## config.mk

```make
export PLATFORM = sky130hd
export DESIGN_NAME = collatz_stepper
export DESIGN_NICKNAME = d
export VERILOG_FILES = /design/src/rtl/collatz_stepper.sv
export SDC_FILE = /design/constraint.sdc
export NUM_CORES = 1
export LEC_CHECK = 0
export CORE_MARGIN = 2
export CORE_UTILIZATION = 45
export CTS_CLUSTER_DIAMETER = 40
export DETAILED_ROUTE_END_ITERATION = 8
export GPL_ROUTABILITY_DRIVEN = 1
export GPL_TIMING_DRIVEN = 0
export PLACE_DENSITY = 0.77
export SLEW_MARGIN = 20
export SYNTH_ARGS = -nofsm -noshare
export SYNTH_HDL_FRONTEND = slang
export SYNTH_SLANG_ARGS = --single-unit
```

## constraint.sdc

```tcl
create_clock -name clk -period 4.3 [get_ports clk]
set_clock_uncertainty 0.15 [all_clocks]
set_input_delay 0.43 -clock clk [delete_from_list [all_inputs] [get_ports clk]]
set_output_delay 0.43 -clock clk [all_outputs]
set_load 0.01 [all_outputs]
```

## src/rtl/collatz_stepper.sv

```systemverilog
// Sequential Collatz step counter behind a valid/ready handshake.
// One Collatz step is taken per clock; the result is the step count plus an error flag.
module collatz_stepper #(
    parameter int N = 16
) (
    input  logic         clk,
    input  logic         nrst,
    input  logic         in_valid,
    output logic         in_ready,
    input  logic [N-1:0] in0,
    output logic         out_valid,
    input  logic         out_ready,
    output logic [N-1:0] out0,
    output logic         out_err
);

    typedef enum logic [1:0] {
        IDLE = 2'd0,
        RUN  = 2'd1,
        DONE = 2'd2
    } state_t;

    state_t       state;
    logic [N-1:0] x;
    logic [N-1:0] cnt;
    logic [N+1:0] x_wide;
    logic [N+1:0] tx;
    logic         tx_ovf;
    logic         cnt_max;
    logic         x_one;

    // 3x+1 is formed two bits wider so overflow past N bits is visible
    assign x_wide  = {2'b00, x};
    assign tx      = (x_wide << 1) + x_wide + (N+2)'(1);
    assign tx_ovf  = |tx[N+1:N];
    assign cnt_max = &cnt;
    assign x_one   = (x == N'(1));

    assign in_ready  = (state == IDLE);
    assign out_valid = (state == DONE);

    always_ff @(posedge clk or negedge nrst) begin
        if (!nrst) begin
            state   <= IDLE;
            x       <= '0;
            cnt     <= '0;
            out0    <= '0;
            out_err <= 1'b0;
        end else begin
            unique case (state)
                IDLE: begin
                    if (in_valid) begin
                        x   <= in0;
                        cnt <= '0;
                        if (in0 == '0) begin
                            out0    <= '0;
                            out_err <= 1'b1;
                            state   <= DONE;
                        end else begin
                            state <= RUN;
                        end
                    end
                end
                RUN: begin
                    if (x_one) begin
                        out0    <= cnt;
                        out_err <= 1'b0;
                        state   <= DONE;
                    end else if (cnt_max) begin
                        // step budget exhausted: saturate rather than wrap
                        out0    <= cnt;
                        out_err <= 1'b1;
                        state   <= DONE;
                    end else if (x[0]) begin
                        if (tx_ovf) begin
                            out0    <= cnt;
                            out_err <= 1'b1;
                            state   <= DONE;
                        end else begin
                            x   <= tx[N-1:0];
                            cnt <= cnt + N'(1);
                        end
                    end else begin
                        x   <= x >> 1;
                        cnt <= cnt + N'(1);
                    end
                end
                DONE: begin
                    if (out_ready) begin
                        state <= IDLE;
                    end
                end
                default: begin
                    state <= IDLE;
                end
            endcase
        end
    end

endmodule
```

==> impl_metrics.env, run 1 <==
export IMPL_outcome="complete, but fails checks"
export IMPL_violations="hold timing"
export IMPL_netlist_top_cells_count="51 x dfrtp_1, 38 x o21ai_0, 29 x nor2_1, 27 x ha_1, 25 x nand2_1"
export IMPL_drt_iter0_markers=222
export IMPL_die_y_um=90.53
export IMPL_antenna_found_initial=0
export IMPL_peakVddDrop_mv=0.2624
export IMPL_fin_crit_ns=3.955
export IMPL_slew_headroom=0.4549
export IMPL_hpwl_mm=6.582
export IMPL_path_delay_family="compound AO/OA/AOI/OAI gates"
export IMPL_insertion_delay_ns=0.31
export IMPL_fp_dieW_um=90.53
export IMPL_syn_inst=373
export IMPL_ys_seq_area_frac=0.3788
export IMPL_grt_pass1_vias=3061
export IMPL_cts_tree="yes"
export IMPL_grt_max_degree=52
export IMPL_cts_max_level=2
export IMPL_hold_ws_ns=-0.03195
export IMPL_synth_top_area_share=0.3788
export IMPL_fmax_mhz=252.9
export IMPL_cts_resized=0
export IMPL_ys_warn_count=0
export IMPL_overflow=0
export IMPL_worstSetupStartpointType="flop"
export IMPL_syn_mean_instance_area_um2=9.033
export IMPL_power_density_nw_per_um2=759.8
export IMPL_cp_slowest_cell="mux2i_1"
export IMPL_drive_gt1_frac=0.04296
export IMPL_worst_slew_pin_slew_ns=0.8114
export IMPL_yosysUniqueCellTypes=50
export IMPL_report_final_setup_viol=0
export IMPL_drcViolationCount=0
export IMPL_maxCapViolCount=0
export IMPL_synth_edff_count=0
export IMPL_p_leak_nw=1.727
export IMPL_antenna_cells=0
export IMPL_cpPeakStageDelay_ns=0.68
export IMPL_wl_per_cell_um=17.27
export IMPL_crit_path_end_kind="flop"
export IMPL_via_count=3136
export IMPL_maxSlewViolCount=0
export IMPL_ys_top_cells_by_area="dfrtp_1 38%, ha_1 10%, o21ai_0 5.6%, a22o_1 4.4%, nor2_1 3.2%"
export IMPL_min_path_type="primary input to async pin"
export IMPL_period_share=0.9197
export IMPL_worst_ep_arrival_time_ns=4.03
export IMPL_clk_pin_slew_ns=0.10
export IMPL_critical_path_buf_inv_count=4
export IMPL_yosys_area_top_type="dfrtp_1"
export IMPL_rows=31
export IMPL_postCtsSetupBuffers=0
export IMPL_tns_ns=0
export IMPL_crit_chain="inv_1 > ha_1 > clkbuf_1 > and2_1 > a311oi_1 > o21ai_0 > a41oi_1 > mux2i_1 > or2_4 > buf_6 > clkbuf_1 > o21ai_0 > a21oi_1"
export IMPL_yosysMostFrequentCell="dfrtp_1"
export IMPL_num_io_pins=39
export IMPL_vias_per_cell=6.054
export IMPL_final_core_util=0.5474
export IMPL_core_area_um2=7253
export IMPL_critPathKind="flop to flop"
export IMPL_grt_pass1_wl_mm=14.97
export IMPL_ys_flop_type="dfrtp_1"
export IMPL_clockBufferDepth=2
export IMPL_syn_to_final_growth_pct=17.82
export IMPL_path_max_fanout=10
export IMPL_numCtsBuffers=5
export IMPL_dieArea_um2=8196
export IMPL_dr_pass1_iters=5
export IMPL_ant_nets=0
export IMPL_nets=466
export IMPL_ys_seq_elements=51
export IMPL_crit_required_ns=4.37
export IMPL_grt_setup_unrepaired="false"
export IMPL_netlist_area_um2=3369
export IMPL_finalWeightedCongestion=0.9057
export IMPL_start_util=0.4646
export IMPL_syn_nets=421
export IMPL_final_hold_viol_count=6
export IMPL_ctsHoldBuffers=0
export IMPL_cts_root_buffer="clkbuf_8"
export IMPL_io_buffers=38
export IMPL_async_reset_ff_frac=1.000
export IMPL_track_usage=0.2223
export IMPL_cts_sinks=51
export IMPL_wl_mm=8.945
-- state kept, by name, summed over array words and instances (netlist names) --
signal   cells
x           16
out_err      1
cnt         16
out0        16
state        2
-- layer usage --
layer,GRT usage,part of all wire,vias up
li1,-,-,1486
met1,0.3132,0.47,1529
met2,0.3576,0.47,107
met3,0.02922,0.050,14
met4,0.06667,0.017,0
met5,0,0,-
-- kinds of logic (layout without fill, tap and decap cells) --
| logic type | after synthesis | after routing | synth area share |
|---|---|---|---|
| compound gates | 130 | 130 | 0.2607 |
| simple gates | 112 | 112 | 0.1667 |
| flops | 51 | 51 | 0.3788 |
| buf+inv | 35 | 81 | 0.04307 |
| fa+ha+maj | 28 | 28 | 0.1062 |
| xor+xnor | 16 | 16 | 0.04159 |
| mux | 1 | 1 | 0.002971 |
-- through the flow --
stage / std cells / total power [mW] / cell area, um2 / setup WS [ns]
final: 518 / 3.016 / 3970 / 0.3455
after global routing: 518 / 3.257 / 3970 / 0.08573
after CTS: 518 / 2.980 / 3970 / 0.3992
after detailed placement: 510 / 2.667 / 3871 / 0.4399
after global placement: 510 / 2.609 / 3874 / 0.5731
after floorplan: 373 / 2.154 / 3369 / 1.100
-- final cells by class --
class	instances	area, um2
fill	672	3283
multi-input combinational	287	1948
sequential	51	1276
timing repair buffer	38	377.9
tap	99	123.9
clock buffer	6	82.58
inverter	20	75.07
buffer	15	70.07
clock inverter	2	16.27
-- layout by cell type (no fill, tap or decap), drive strengths merged, types with 2 or more instances in the layout --
cell	n
and4	3
xor2	4
buf	5
nand2b	3
o22ai	12
nor3	7
dfrtp	51
a21oi	18
nand4	3
nor2	29
ha	27
and3	6
a311oi	2
a31oi	6
o21ai	39
xnor2	12
o21a	2
o31ai	2
or3	4
inv	20
a21o	6
nand2	25
or4	4
clkdlybuf4s50	37
a31o	3
a22o	17
a211oi	2
clkbuf	17
nor4	9
nand3	9
a221oi	12
and2	7
-- path summary, 6_finish.rpt --
kind,startpoint,endpoint,slack (ns),depth (start not counted)
worst max-delay path,x[12],cnt[15],0.35,13
worst min-delay path,nrst,x[9],-0.03,1
worst max register to register,x[12],cnt[15],0.35,13
worst min register to register,out0[14],out0[14],0.35,1
max in group asynchronous,nrst,x[7],3.57,1
min in group clk,out0[14],out0[14],0.35,1
-- power breakdown --
part | switching [mW] | internal, mW
clock network | 0.171 | 0.132
registers | 0.143 | 0.581
logic | 1.21 | 0.782
total | 1.52 | 1.49
Power figures use the tool's default switching activity.
==> run 2, diff against run 1 <==
- CORE_ASPECT_RATIO: not set -> 2
==> run 2 against run 1 <==
The flow finishes with violations (DRC). Flip-flop and latch count is the same. Sequential power about the same. First-iteration DRC count up 0.45%. Critical endpoint is now cnt[7]. Largest cell class unchanged.
==> impl_metrics.env, run 2 (synthesized netlist as in run 1, its figures left out) <==
export IMPL_worst_slew_pin_slew_ns=0.7369
export IMPL_wl_mm=9.793
export IMPL_ant_nets=0
export IMPL_insertion_delay_ns=0.30
export IMPL_maxSlewViolCount=0
export IMPL_reg_largest_list="cnt (16), out0 (16), x (16)"
export IMPL_fin_crit_ns=4.020
export IMPL_slew_headroom=0.4947
export IMPL_crit_top_cell="a21oi_1"
export IMPL_cts_root_buffer="clkbuf_16"
export IMPL_fmax_mhz=248.8
export IMPL_maxCapViolCount=0
export IMPL_worstSetupStartpointType="flop"
export IMPL_grt_setup_unrepaired="false"
export IMPL_num_io_pins=39
export IMPL_cts_max_level=2
export IMPL_via_count=3233
export IMPL_clockBufferDepth=2
export IMPL_rows=44
export IMPL_vias_per_cell=6.327
export IMPL_dieArea_um2=8238
export IMPL_track_usage=0.2477
export IMPL_cpPeakStageDelay_ns=0.68
export IMPL_io_buffers=38
export IMPL_die_y_um=126.4
export IMPL_most_common_layout_cells="51 x dfrtp_1, 38 x o21ai_0, 37 x clkdlybuf4s50_1, 29 x nor2_1, 27 x ha_1"
export IMPL_power_density_nw_per_um2=804.0
export IMPL_hpwl_mm=7.491
export IMPL_clk_pin_slew_ns=0.06
export IMPL_min_path_type="primary input to async pin"
export IMPL_drt_iter0_markers=223
export IMPL_violations="DRC"
export IMPL_grt_max_degree=52
export IMPL_rrSetupSlack_ns=0.28
export IMPL_cts_tree="yes"
export IMPL_fp_dieW_um=65.19
export IMPL_period_share=0.9349
export IMPL_wl_per_cell_um=19.16
export IMPL_start_util=0.4637
export IMPL_grt_pass1_wl_mm=15.86
export IMPL_final_hold_viol_count=0
export IMPL_postCtsSetupBuffers=0
export IMPL_grt_pass1_vias=3350
export IMPL_total_power_mw=3.245
export IMPL_cts_resized=0
export IMPL_crit_chain="inv_1 > ha_1 > a21o_1 > a21oi_1 > a31oi_1 > a41oi_1 > mux2i_1 > or2_4 > buf_6 > clkbuf_1 > o21ai_0 > a21oi_1"
export IMPL_dr_pass1_iters=7
export IMPL_crit_path_end_kind="flop"
export IMPL_p_leak_nw=1.766
export IMPL_antenna_found_initial=0
export IMPL_fill_cells=653
export IMPL_peakVddDrop_mv=0.3553
export IMPL_ctsHoldBuffers=0
export IMPL_syn_to_final_growth_pct=19.79
export IMPL_layout_commonest_cell="dfrtp_1"
export IMPL_path_max_fanout=10
export IMPL_cts_sinks=51
export IMPL_drive_gt1_frac=0.04296
export IMPL_antenna_cells=0
export IMPL_overflow=0
export IMPL_tns_ns=0
export IMPL_finalWeightedCongestion=0.9720
export IMPL_critPathKind="flop to flop"
export IMPL_numCtsBuffers=5
export IMPL_crit_required_ns=4.36
export IMPL_worst_ep_arrival_time_ns=4.08
export IMPL_outcome="complete, but fails checks"
export IMPL_nets=466
export IMPL_cp_slowest_cell="mux2i_1"
export IMPL_core_area_um2=7267
export IMPL_drcViolationCount=1
export IMPL_report_final_setup_viol=0
## run 2: cell types whose count changed in the layout (fill, tap and decap cells not counted), sizes merged
cell and change:
bufinv +1, clkinvlp -1
## run 2: layout make-up
type / count / area, um2 / share of cell area
inverter: 20 / 75.07 / 0.01860
clock inverter: 2 / 35.03 / 0.008679
tap: 92 / 115.1 / 0.02852
sequential: 51 / 1276 / 0.3162
timing repair buffer: 38 / 377.9 / 0.09361
multi-input combinational: 287 / 1948 / 0.4826
buffer: 15 / 70.07 / 0.01736
clock buffer: 6 / 138.9 / 0.03441
## run 2: layer usage
layer	global-route usage	share of wire	vias to the layer above
met4	0.1348	0.050	0
li1	-	-	1482
met5	0	0	-
met2	0.4778	0.56	149
met3	0.02571	0.047	45
met1	0.2458	0.34	1557
## run 2: worst max-delay path, delay by kind of cell (launching register included)
kind	cells	cell delay, ns
buffers and inverters	3	0.60
AO/OA/AOI/OAI	6	1.44
adder cells (fa/ha/maj)	1	0.37
flip-flops	1	0.42
AND/OR/NAND/NOR	1	0.27
multiplexers	1	0.68
## run 2: worst paths after layout
kind                           from       end  depth (start not counted)
min reg2reg                out0[11]  out0[11]                          1
min                            nrst      x[2]                          1
min in group clk           out0[11]  out0[11]                          1
max reg2reg                    x[4]    cnt[7]                         12
max in group asynchronous      nrst   out0[0]                          1
max                            x[4]    cnt[7]                         12
## run 2: power breakdown
group	leakage (nW)	switching [mW]	total (mW)	internal, mW
combinational	1.01	1.27	2.05	0.785
clock	0.0868	0.179	0.469	0.290
sequential	0.671	0.142	0.724	0.582
total	1.77	1.59	3.25	1.66
## run 2: metrics by stage
step / hold WS, ns / area (um2) / cells / worst slack, ns / utilization
final: 0.01541 / 4036 / 511 / 0.2800 / 0.5554
after global routing: 0.06987 / 4036 / 511 / 0.01116 / 0.5554
after CTS: 0.03713 / 4036 / 511 / 0.2907 / 0.5554
after detailed placement: 0.3333 / 3862 / 503 / 0.4243 / 0.5315
after global placement: 0.3309 / 3865 / 503 / 0.5234 / 0.5319
after floorplan: -0.01559 / 3369 / 373 / 1.100 / -
==> run 3, diff against run 2 <==
- ABC_AREA: not set -> 1
- PLACE_DENSITY: 0.77 -> 0.76
==> run 3 against run 2 <==
The run now ends clean. Flip-flop and latch count did not move. Sequential share of layout area fell by 5.1 points. Combinational power rose by 31%. Utilization fell by 1.8 points. Cell area rose by 19%. Clock-buffer cell count did not move. Final cell count rose by 41%. Register-to-register slack improved by 1.3 ns. Fmax rose by 47%. Hold slack got worse by 0.0099 ns. Total power rose by 21%. Critical endpoint is now cnt[0].
==> impl_metrics.env, run 3 <==
export IMPL_power_frac_clock=0.121
export IMPL_yosysUniqueCellTypes=37
export IMPL_cp_slowest_cell="dfrtp_1"
export IMPL_reg_largest_list="cnt (16), out0 (16), x (16)"
export IMPL_hold_ws_ns=0.005490
export IMPL_drcViolationCount=0
export IMPL_nets=668
export IMPL_pwr_share_seq=0.194
export IMPL_ys_top_cells_by_area="dfrtp_1 31%, nand2_1 16%, ha_1 8.2%, nor2_1 5.5%, inv_1 4.7%"
export IMPL_async_reset_ff_frac=1.000
export IMPL_met1_length_mm=3.930
export IMPL_worst_ep_arrival_time_ns=2.78
export IMPL_final_hold_viol_count=0
export IMPL_path_delay_family="simple AND/OR/NAND/NOR gates"
export IMPL_maxCapViolCount=0
export IMPL_power_switching_share=0.5317
export IMPL_hpwl_mm=9.610
export IMPL_grt_setup_unrepaired="false"
export IMPL_postCtsSetupBuffers=0
export IMPL_fin_crit_ns=2.741
export IMPL_synth_edff_count=0
export IMPL_rrSetupSlack_ns=1.56
export IMPL_die_y_um=139.5
export IMPL_start_util=0.4616
export IMPL_wl_met3_um=275
export IMPL_min_path_type="primary input to async pin"
export IMPL_numCtsBuffers=5
export IMPL_crit_required_ns=4.34
export IMPL_setup_slack_ns=1.559
export IMPL_netlist_area_um2=4131
export IMPL_cts_sinks=51
export IMPL_fmax_mhz=364.8
export IMPL_wl_per_cell_um=16.49
export IMPL_netlist_top_cells_count="179 x nand2_1, 61 x nor2_1, 52 x inv_1, 51 x dfrtp_1"
export IMPL_syn_nets=623
export IMPL_dieArea_um2=10010
export IMPL_layout_commonest_cell="nand2_1"
export IMPL_maxSlewViolCount=0
export IMPL_finalWeightedCongestion=0.9598
export IMPL_ys_seq_area_frac=0.3089
export IMPL_critPathKind="flop to flop"
export IMPL_syn_to_final_growth_pct=16.44
export IMPL_crit_chain="inv_1 > ha_1 > nand2_1 > nor2_1 > nand3_1 > nand3_2 > a21oi_4 > nand2_4 > nand2_4 > nand2_4 > buf_4 > nor2_1 > nor2_1"
export IMPL_syn_mean_instance_area_um2=7.185
export IMPL_via_count=3895
export IMPL_tns_ns=0
export IMPL_intPower_mw=1.839
export IMPL_ys_flop_type="dfrtp_1"
export IMPL_p_leak_nw=2.291
export IMPL_power_switching_mw=2.088
export IMPL_fp_dieW_um=71.76
export IMPL_report_final_setup_viol=0
export IMPL_route_met2_wl_mm=6.782
export IMPL_grt_pass1_wl_mm=19.76
export IMPL_cts_max_level=2
export IMPL_maxUsedRoutingLayer="met4"
export IMPL_rows=49
export IMPL_wl_mm=11.93
export IMPL_ant_nets=0
export IMPL_critical_path_buf_inv_count=2
export IMPL_track_usage=0.2543
export IMPL_crit_path_end_kind="flop"
export IMPL_dr_pass1_iters=5
export IMPL_slew_headroom=0.5293
export IMPL_ys_warn_count=0
export IMPL_overflow=0
export IMPL_core_area_um2=8951
export IMPL_vias_per_cell=5.387
export IMPL_cts_tree="yes"
export IMPL_period_share=0.6375
export IMPL_outcome="complete, no violations"
export IMPL_yosys_area_top_type="dfrtp_1"
export IMPL_ctsHoldBuffers=0
export IMPL_place_ws_ns=1.522
export IMPL_num_io_pins=39
export IMPL_cts_resized=0
export IMPL_synth_top_area_share=0.3089
export IMPL_drt_iter0_markers=219
export IMPL_clk_pin_slew_ns=0.07
export IMPL_io_buffers=38
export IMPL_insertion_delay_ns=0.30
export IMPL_clockBufferDepth=2
export IMPL_total_power_mw=3.926
export IMPL_most_common_layout_cells="179 x nand2_1, 61 x nor2_1, 52 x inv_1, 51 x dfrtp_1, 37 x clkdlybuf4s50_1"
export IMPL_cts_root_buffer="clkbuf_16"
export IMPL_ys_seq_elements=51
export IMPL_grt_pass1_vias=4171
export IMPL_worstSetupStartpointType="flop"
export IMPL_power_density_nw_per_um2=816.2
export IMPL_worst_slew_pin_slew_ns=0.6996
export IMPL_cpPeakStageDelay_ns=0.44
export IMPL_grt_max_degree=52
export IMPL_antenna_found_initial=0
export IMPL_power_frac_comb=0.685
export IMPL_antenna_cells=0
export IMPL_peakVddDrop_mv=0.4856
export IMPL_path_max_fanout=10
export IMPL_yosysMostFrequentCell="nand2_1"
export IMPL_drive_gt1_frac=0.1320
export IMPL_syn_inst=575
==> run 3: power groups by stage <==
stage | sequential, mW | clock (mW) | combinational (mW)
CTS | 0.760 | 0.485 | 2.69
global placement | 0.762 | 0 | 2.61
finish | 0.762 | 0.476 | 2.69
global route | 0.782 | 0.497 | 2.99
floorplan | 0.729 | 0 | 2.00
detailed placement | 0.769 | 0 | 2.66
==> run 3: cells by family (layout without fill, tap and decap cells) <==
| kind of cell | after synthesis | after routing | synth area share |
|---|---|---|---|
| XOR/XNOR | 22 | 22 | 0.04664 |
| buffers and inverters | 75 | 121 | 0.08570 |
| flip-flops | 51 | 51 | 0.3089 |
| AO/OA/AOI/OAI | 73 | 73 | 0.1111 |
| adder cells (fa/ha/maj) | 28 | 28 | 0.08661 |
| AND/OR/NAND/NOR | 326 | 326 | 0.3610 |
==> run 3: worst paths after layout <==
| path | endpoint | start | cells after the start |
|---|---|---|---|
| setup reg to reg | cnt[0] | x[4] | 13 |
| setup / recovery | cnt[0] | x[4] | 13 |
| min in group clk | out0[3] | out0[3] | 2 |
| hold / removal | out0[7] | nrst | 1 |
| hold reg to reg | out0[3] | out0[3] | 2 |
| max in group asynchronous | out0[13] | nrst | 1 |
==> run 3: per-layer routing <==
| layer | track usage | vias to the layer above |
|---|---|---|
| li1 | - | 1928 |
| met1 | 0.2466 | 1794 |
| met2 | 0.4766 | 117 |
| met3 | 0.01810 | 56 |
| met4 | 0.1897 | 0 |
| met5 | 0 | - |
==> run 3: layout make-up <==
type | count | area (um2)
clock inverter | 2 | 35.03
multi-input combinational | 449 | 2501
sequential | 51 | 1276
fill | 871 | 4140
inverter | 58 | 222.7
clock buffer | 6 | 138.9
tap | 102 | 127.6
buffer | 17 | 131.4
timing repair buffer | 38 | 377.9
==> run 3: stage by stage <==
step / std cells / utilization / instance area [um2]
4_1_cts: 723 / 0.5375 / 4811
2_1_floorplan: 575 / - / 4131
5_1_grt: 723 / 0.5375 / 4811
6_report: 723 / 0.5375 / 4811
3_5_place_dp: 715 / 0.5180 / 4637
3_3_place_gp: 715 / 0.5183 / 4639
